**src/rtl/mem_access_unit.sv**
```systemverilog
// mem_access_unit
//   Memory-side stage of the multi-cycle CPU. Converts the controller's
//   MemRead/MemWrite/IorD/IRWrite strobes into a single req/ready transaction
//   to a variable-latency unified memory, and captures the returned word into
//   the instruction register (IR) and/or the memory data register (MDR).
//   Stall holds the controller until the access completes or is aborted.
//
// Optional build: define MEM_PERF_CNT_EN to add the access_count and
//   wait_cycles performance counters (and their output ports).
//
// Ports
//   clk, reset               rising-edge clock, synchronous active-high reset
//   MemRead, MemWrite        controller access strobes
//   IRWrite                  load IR with the read data on completion
//   IorD                     address select: 0 = PC, 1 = ALUOut
//   PC, ALUOut, WriteData    address sources and store data
//   mem_req/we/addr/wdata    request to memory, held stable until mem_ready
//   mem_rdata, mem_ready     response; mem_ready is a single-cycle pulse
//   Instruction/OpCode/Funct IR contents and its opcode/funct fields
//   MDR                      memory data register (load writeback)
//   Stall                    controller holds state while high
//   Error                    sticky fault flag (conflict, misalign, timeout)
//   access_count/wait_cycles performance counters (MEM_PERF_CNT_EN only)
module mem_access_unit #(
    parameter int DATA_W  = 32,
    parameter int ADDR_W  = 32,
    parameter int TIMEOUT = 15
) (
    input  logic              clk,
    input  logic              reset,
    input  logic              MemRead,
    input  logic              MemWrite,
    input  logic              IRWrite,
    input  logic              IorD,
    input  logic [ADDR_W-1:0] PC,
    input  logic [ADDR_W-1:0] ALUOut,
    input  logic [DATA_W-1:0] WriteData,
    output logic              mem_req,
    output logic              mem_we,
    output logic [ADDR_W-1:0] mem_addr,
    output logic [DATA_W-1:0] mem_wdata,
    input  logic [DATA_W-1:0] mem_rdata,
    input  logic              mem_ready,
    output logic [DATA_W-1:0] Instruction,
    output logic [5:0]        OpCode,
    output logic [5:0]        Funct,
    output logic [DATA_W-1:0] MDR,
    output logic              Stall,
    output logic              Error
`ifdef MEM_PERF_CNT_EN
    ,
    output logic [31:0]       access_count,
    output logic [31:0]       wait_cycles
`endif
);

    typedef enum logic {
        S_IDLE = 1'b0,
        S_WAIT = 1'b1
    } state_t;

    state_t            state_q, state_d;
    logic              req_q, req_d;
    logic              we_q, we_d;
    logic [ADDR_W-1:0] addr_q, addr_d;
    logic [DATA_W-1:0] wdata_q, wdata_d;
    logic              irw_q, irw_d;
    logic [DATA_W-1:0] instr_q, instr_d;
    logic [DATA_W-1:0] mdr_q, mdr_d;
    logic              err_q, err_d;
    logic [7:0]        timer_q, timer_d;
    // One-cycle marker following a timeout abort: Stall is forced low so the
    // controller can move on, and no new request is accepted in that cycle.
    logic              abort_q, abort_d;
`ifdef MEM_PERF_CNT_EN
    logic [31:0]       acc_cnt_q, acc_cnt_d;
    logic [31:0]       wait_cnt_q, wait_cnt_d;
`endif

    logic              strobe;
    logic [ADDR_W-1:0] req_addr;

    assign strobe   = MemRead | MemWrite;
    assign req_addr = IorD ? ALUOut : PC;

    always_comb begin
        state_d = state_q;
        req_d   = req_q;
        we_d    = we_q;
        addr_d  = addr_q;
        wdata_d = wdata_q;
        irw_d   = irw_q;
        instr_d = instr_q;
        mdr_d   = mdr_q;
        err_d   = err_q;
        timer_d = timer_q;
        abort_d = 1'b0;
        Stall   = 1'b0;
`ifdef MEM_PERF_CNT_EN
        acc_cnt_d  = acc_cnt_q;
        wait_cnt_d = wait_cnt_q;
`endif
        case (state_q)
            S_IDLE: begin
                // mem_ready arriving here (late or spurious) is ignored.
                Stall = strobe & ~abort_q;
                if (strobe && !abort_q) begin
                    state_d = S_WAIT;
                    req_d   = 1'b1;
                    // A simultaneous read+write resolves to a write.
                    we_d    = MemWrite;
                    addr_d  = req_addr;
                    wdata_d = WriteData;
                    irw_d   = IRWrite;
                    timer_d = 8'd0;
                    if ((MemRead && MemWrite) || (req_addr[1:0] != 2'b00))
                        err_d = 1'b1;
                end
            end
            S_WAIT: begin
                Stall = ~mem_ready;
                if (mem_ready) begin
                    state_d = S_IDLE;
                    req_d   = 1'b0;
                    we_d    = 1'b0;
                    if (!we_q) begin
                        mdr_d = mem_rdata;
                        if (irw_q)
                            instr_d = mem_rdata;
                    end
`ifdef MEM_PERF_CNT_EN
                    acc_cnt_d = acc_cnt_q + 32'd1;
`endif
                end else begin
`ifdef MEM_PERF_CNT_EN
                    wait_cnt_d = wait_cnt_q + 32'd1;
`endif
                    if (timer_q == 8'(TIMEOUT - 1)) begin
                        // Abort: drop the request, leave IR/MDR untouched.
                        state_d = S_IDLE;
                        req_d   = 1'b0;
                        we_d    = 1'b0;
                        err_d   = 1'b1;
                        abort_d = 1'b1;
                    end else begin
                        timer_d = timer_q + 8'd1;
                    end
                end
            end
            default: begin
                state_d = S_IDLE;
                req_d   = 1'b0;
            end
        endcase
    end

    always_ff @(posedge clk) begin
        if (reset) begin
            state_q <= S_IDLE;
            req_q   <= 1'b0;
            we_q    <= 1'b0;
            addr_q  <= '0;
            wdata_q <= '0;
            irw_q   <= 1'b0;
            instr_q <= '0;
            mdr_q   <= '0;
            err_q   <= 1'b0;
            timer_q <= 8'd0;
            abort_q <= 1'b0;
`ifdef MEM_PERF_CNT_EN
            acc_cnt_q  <= 32'd0;
            wait_cnt_q <= 32'd0;
`endif
        end else begin
            state_q <= state_d;
            req_q   <= req_d;
            we_q    <= we_d;
            addr_q  <= addr_d;
            wdata_q <= wdata_d;
            irw_q   <= irw_d;
            instr_q <= instr_d;
            mdr_q   <= mdr_d;
            err_q   <= err_d;
            timer_q <= timer_d;
            abort_q <= abort_d;
`ifdef MEM_PERF_CNT_EN
            acc_cnt_q  <= acc_cnt_d;
            wait_cnt_q <= wait_cnt_d;
`endif
        end
    end

    assign mem_req     = req_q;
    assign mem_we      = we_q;
    assign mem_addr    = addr_q;
    assign mem_wdata   = wdata_q;
    assign Instruction = instr_q;
    assign OpCode      = instr_q[31:26];
    assign Funct       = instr_q[5:0];
    assign MDR         = mdr_q;
    assign Error       = err_q;
`ifdef MEM_PERF_CNT_EN
    assign access_count = acc_cnt_q;
    assign wait_cycles  = wait_cnt_q;
`endif

endmodule

```
**config.mk**
```make
export PLATFORM = sky130hd
export DESIGN_NAME = mem_access_unit
export DESIGN_NICKNAME = d
export VERILOG_FILES = /design/src/rtl/mem_access_unit.sv
export SDC_FILE = /design/constraint.sdc
export NUM_CORES = 1
export LEC_CHECK = 0
export BUFFER_PORTS_ARGS = -buffer_cell sky130_fd_sc_hd__buf_2
export CORE_MARGIN = 8
export CORE_UTILIZATION = 41
export DETAILED_ROUTE_END_ITERATION = 10
export PLACE_DENSITY = 0.78
export REMOVE_ABC_BUFFERS = 1
export SKIP_CTS_REPAIR_TIMING = 1
export SLEW_MARGIN = 20
export SYNTH_ARGS = -nofsm -noshare
export SYNTH_HDL_FRONTEND = slang
export SYNTH_SLANG_ARGS = --single-unit
```
**constraint.sdc**
```tcl
create_clock -name clk -period 1.49 [get_ports clk]
set_input_delay 0.0745 -clock clk [delete_from_list [all_inputs] [get_ports clk]]
set_output_delay 0.0745 -clock clk [all_outputs]
set_load 0.01 [all_outputs]
```
Word-level counts from Yosys, hierarchy flattened

Cells that the tools add are included.

Output and inout port bits: 144
Word-level logic and storage cells: 59
Input port bits: 135
Bits in registers: 142

Equality and inequality tests: 7
Mux-type cells: 22
Bitwise operators: 6
Reductions and logical operators: 12
Add/subtract/negate cells: 1

Operators by type and width:

| cell                                                                     | number |
|---|---|
| 32-bit two-way mux                                                       | 1 |
| 8-bit two-way mux                                                        | 3 |
| 8-bit case mux with 2 select lines                                       | 1 |
| 1-bit two-way mux                                                        | 12 |
| 1-bit case mux with 2 select lines                                       | 5 |
| 8-bit by 1-bit adder with 8-bit output (second input constant)           | 1 |
| 8-bit by 4-bit equality test with 1-bit output (second input constant)   | 1 |
| 2-bit inequality test (second input constant)                            | 4 |
| 4-bit AND reduction                                                      | 2 |
| 3-bit AND reduction                                                      | 2 |
| 1-bit inverter                                                           | 4 |
| 2-bit AND reduction                                                      | 2 |
| 3-bit by 2-bit inequality test with 1-bit output (second input constant) | 1 |
| 3-bit OR reduction                                                       | 1 |
| 1-bit logical AND                                                        | 2 |
| 2-bit by 1-bit inequality test with 1-bit output (second input constant) | 1 |
| 2-bit nonzero test                                                       | 1 |
| 1-bit bitwise AND                                                        | 1 |
| 1-bit logical NOT                                                        | 1 |
| 1-bit logical OR                                                         | 1 |
| 1-bit bitwise OR                                                         | 1 |

Depth between registers and ports, before layout

Depth after elaboration: 6
Depth in mapped cells: 8
Mapped depth without buffers: 6

Least setup slack after synthesis

OpenSTA, ideal clock, no wires.

Path kind: reg2reg
Start point: register timer_q[4]
End point: register timer_q[2]
Setup time: 0.067 ns
Cell stages (with the launch flop): 5
Required time: 1.423 ns
Period minus slack after synthesis: 1.477 ns
Data arrival time: 1.410 ns
Path slack: 0.013 ns
Path buffers: 0
Path through: dfxtp_1 -> or3_4 -> or2_1 -> a311o_1 -> a21oi_2

Cells in the longest elaborated chain, start to end: 3

Ends and longest elaborated chain:

| item                                           | RTL line | source |
|---|---|---|
| start, declared                                | 71       | `logic [7:0] timer_q, timer_d;` |
| start signal, assigned                         | 184      | `timer_q <= timer_d;` |
| 8-bit by 4-bit equality test with 1-bit output | 138      | `if (timer_q == 8'(TIMEOUT - 1)) begin` |
| 2-bit inequality test (no line)                | -        |  |
| 3-bit AND reduction (no line)                  | -        |  |

No other way between the ends.
A chain may end at the register's enable or synchronous reset.

Final worst setup path

Start point: register timer_q[0]
End point: register timer_q[2]

Cells in the longest elaborated chain, start to end: 4
Elaborated cells on any way between the ends: 7
Classes of those cells: add/sub (1); eq/ne (2); mux (3); reduce/logical (1)

Ends and longest elaborated chain:

| item                                   | RTL line | source |
|---|---|---|
| 8-bit by 1-bit adder with 8-bit output | 146      | `timer_d = timer_q + 8'd1;` |
| 8-bit two-way mux                      | 138      |  |
| 8-bit two-way mux                      | 122      | `if (mem_ready) begin` |
| 8-bit case mux with 2 select lines     | 103      | `case (state_q)` |

Parallel ways exist; a longest one is shown, timed or not. The select of a mux whose other input is x is not followed.

==> results.txt <==
grt ovf -> 0
Leak Pwr -> 0.00397 uW
RSZ-0062 raised after global routing -> true
post-synthesis cell count -> 660
Final Setup Violations -> 2
worst slew pin tran -> 0.410 ns
Yosys reg bits -> 142
clk root buf -> clkbuf_16
Pins Over Slew Limit -> 0
drt wl/cell -> 16.3 um
number of max-cap violations -> 0
CP max-delay cell -> dfxtp_2
Syn. warnings -> 0
Netlist cell types -> 39
die area -> 17300 um2
Worst path max stage delay -> 0.32 ns
Clk network pwr share -> 43.3%
fin crit share -> 102%
CTS max path bufs -> 2
synth-to-layout area growth -> 56.1%
pre-CTS setup slack -> -0.172 ns
Nets -> 1135
Setup crit start -> timer_q[0]$_SDFFE_PP0P_
layout cells sized above 1 -> 35.6%
via count -> 5846
Mapped Avg Cell Area -> 8.27 um2
kind of critical path -> flop to flop
WL final -> 19300 um
Hold Crit Start -> PC[16]
failing checks -> negative hold slack, negative setup slack
DIE HEIGHT -> 131 um
WHS -> -0.00662 ns
top cell family by delay on the critical path -> simple AND/OR/NAND/NOR gates
WP data required -> 1.84 ns
first-pass GRT wire length -> 28000 um
Slew Limit Headroom -> 72.6%
# fillers -> 1066
sw power -> 2460 uW
commonest non-fill, non-tap cell in the layout -> buf_2
Hold Path Class -> primary input to flop
Worst-Skew Late Latency -> 0.42 ns
critical path fanouts, max -> 3
top_reg_cell synth -> dfxtp_1
final worst-path setup slack -> -0.0247 ns
ys async rst share -> 0%
total CTS buffers -> 17
die extent in x -> 131 um
Synth Cell Area -> 5460 um2
dpl hpwl -> 13200 um
CP Cell Sequence -> inv_2 > ha_2 > nand4b_1 > or2_1 > a311o_1 > a21oi_2
Comb power frac -> 14.9%
fin util -> 64.9%
status -> finished, violations left
I/O pin cnt -> 279
clock sinks -> 142
core area -> 13100 um2
IO buf count -> 278
most frequent cells in the layout -> buf_2, nand2_1, dfxtp_1, a21oi_1, dlygate4sd3_1
Tot Pwr -> 9880 uW
# rows -> 42
pwr/cell area -> 1160 nW/um2
switching portion of total power -> 24.9%
largest net degree at the start of global routing -> 70
TritonCTS clock tree -> built
Flop pwr share -> 41.8%
initial antenna violation count -> 1
Routability Congestion -> 0.855
Pre-antenna DRT Iters -> 4
Final min period -> 1.51 ns
CP endpoint kind -> flop
post-synthesis sequential area ratio -> 52.1%
Final Hold Viols -> 1
Pint -> 7420 uW
clock-pin transition on the worst setup and hold timing paths -> 0.06 ns
Max Freq -> 0.660 GHz
gr usage total -> 19.9%
VDD IR max -> 0.664 mV
number of synthesized flops with an enable pin -> 0
Starting Density -> 41.6%
Final Instance Count excl. Fillers -> 1187
worst reg2reg startpoint -> timer_q[0]$_SDFFE_PP0P_
vias per inst -> 4.93
Buf/Inv on CP -> 1
Cells after DPL -> 1079
H-tree levels -> 4
DR DRC count -> 0
crit path DAT -> 1.86 ns
final clock skew -> 0.00610 ns
Starting DRT DRC Count -> 355
Final ANT Viol Nets -> 0
Worst setup SP type -> flop
vias in the first global route -> 5515
==> power by group through the flow <==
stage / Sequential (uW) / Combinational, uW / Clock (uW)
final: 4130 / 1470 / 4280
after floorplan: 4310 / 435 / 0
after global placement: 4190 / 1260 / 0
after global routing: 4150 / 1610 / 4530
after CTS: 4120 / 1280 / 4360
after detailed placement: 4200 / 1270 / 0
==> tightest hold or removal path, stage by stage <==
cell	delay, ns
buf_2	0.10
mux2i_1	0.11
a211oi_1	0.08
==> stage by stage <==
| step | hold slack (ns) | area [um2] | setup TNS [ns] |
|---|---|---|---|
| 6_report | -0.00662 | 8520 | -0.0298 |
| 5_1_grt | 0.00701 | 8520 | -0.289 |
| 4_1_cts | -0.134 | 7680 | -0.613 |
| 3_5_place_dp | 0.321 | 7090 | -0.354 |
| 3_3_place_gp | 0.315 | 7090 | -0.126 |
| 2_1_floorplan | 0.137 | 5160 | -101.14 |
==> per-layer routing <==
layer	share of wire [%]	track usage (%)	wire [um]	vias up
met5	0	0	0	-
li1	-	-	-	2893
met4	2.6	7.15	495	0
met3	9.9	10.2	1910	37
met1	40	21.5	7690	2624
met2	48	32.8	9240	292
==> Yosys cell counts, types with 3 or more instances <==
cell,number,area share [%]
nand2_1,201,14
dfxtp_1,142,52
a21oi_1,103,9.4
nor2_1,36,2.5
a211oi_1,33,4.5
mux2i_1,32,5.9
clkbuf_1,30,2.1
buf_2,17,1.6
buf_4,12,1.7
nand3_1,7,0.64
buf_1,4,0.27
inv_1,4,0.27
nor3_1,4,0.37
o21ai_0,3,0.27
==> area by class of cell <==
class / instances / area (um2) / area share [%]
repair buffers: 382 / 2460 / 28.9
inverters: 4 / 15.0 / 0.176
flip-flops and latches: 142 / 2850 / 33.4
well taps: 176 / 220 / 2.58
diodes: 1 / 2.50 / 0.0294
multi-input cells: 451 / 2380 / 27.9
clock inverters: 10 / 138 / 1.62
clock buffers: 21 / 460 / 5.40
==> sequential cells by signal, summed over array words and instances, names as in the netlist <==
| name | cells |
|---|---|
| Instruction | 32 |
| mem_req | 1 |
| mem_we | 1 |
| timer_q | 8 |
| state_q | 1 |
| mem_addr | 32 |
| MDR | 32 |
| abort_q | 1 |
| irw_q | 1 |
| Error | 1 |
| mem_wdata | 32 |
==> logic make-up after synthesis <==
kind of cell	count (synthesis)	share of synthesized area [%]
multiplexers	32	5.87
AO/OA/AOI/OAI	153	16.3
flip-flops	142	52.1
AND/OR/NAND/NOR	264	19.5
buffers and inverters	67	5.82
adder cells (fa/ha/maj)	2	0.458
==> worst paths after layout <==
check	cells past startpoint	endpoint	slack, ns
setup / recovery	6	timer_q[2]$_SDFFE_PP0P_	-0.02
hold / removal	3	mem_addr[16]$_SDFFE_PP0P_	-0.007
setup reg to reg	6	timer_q[2]$_SDFFE_PP0P_	-0.02
hold reg to reg	2	Error$_SDFFE_PP0P_	0.44
Note: power is estimated with default switching activity, not from simulation.
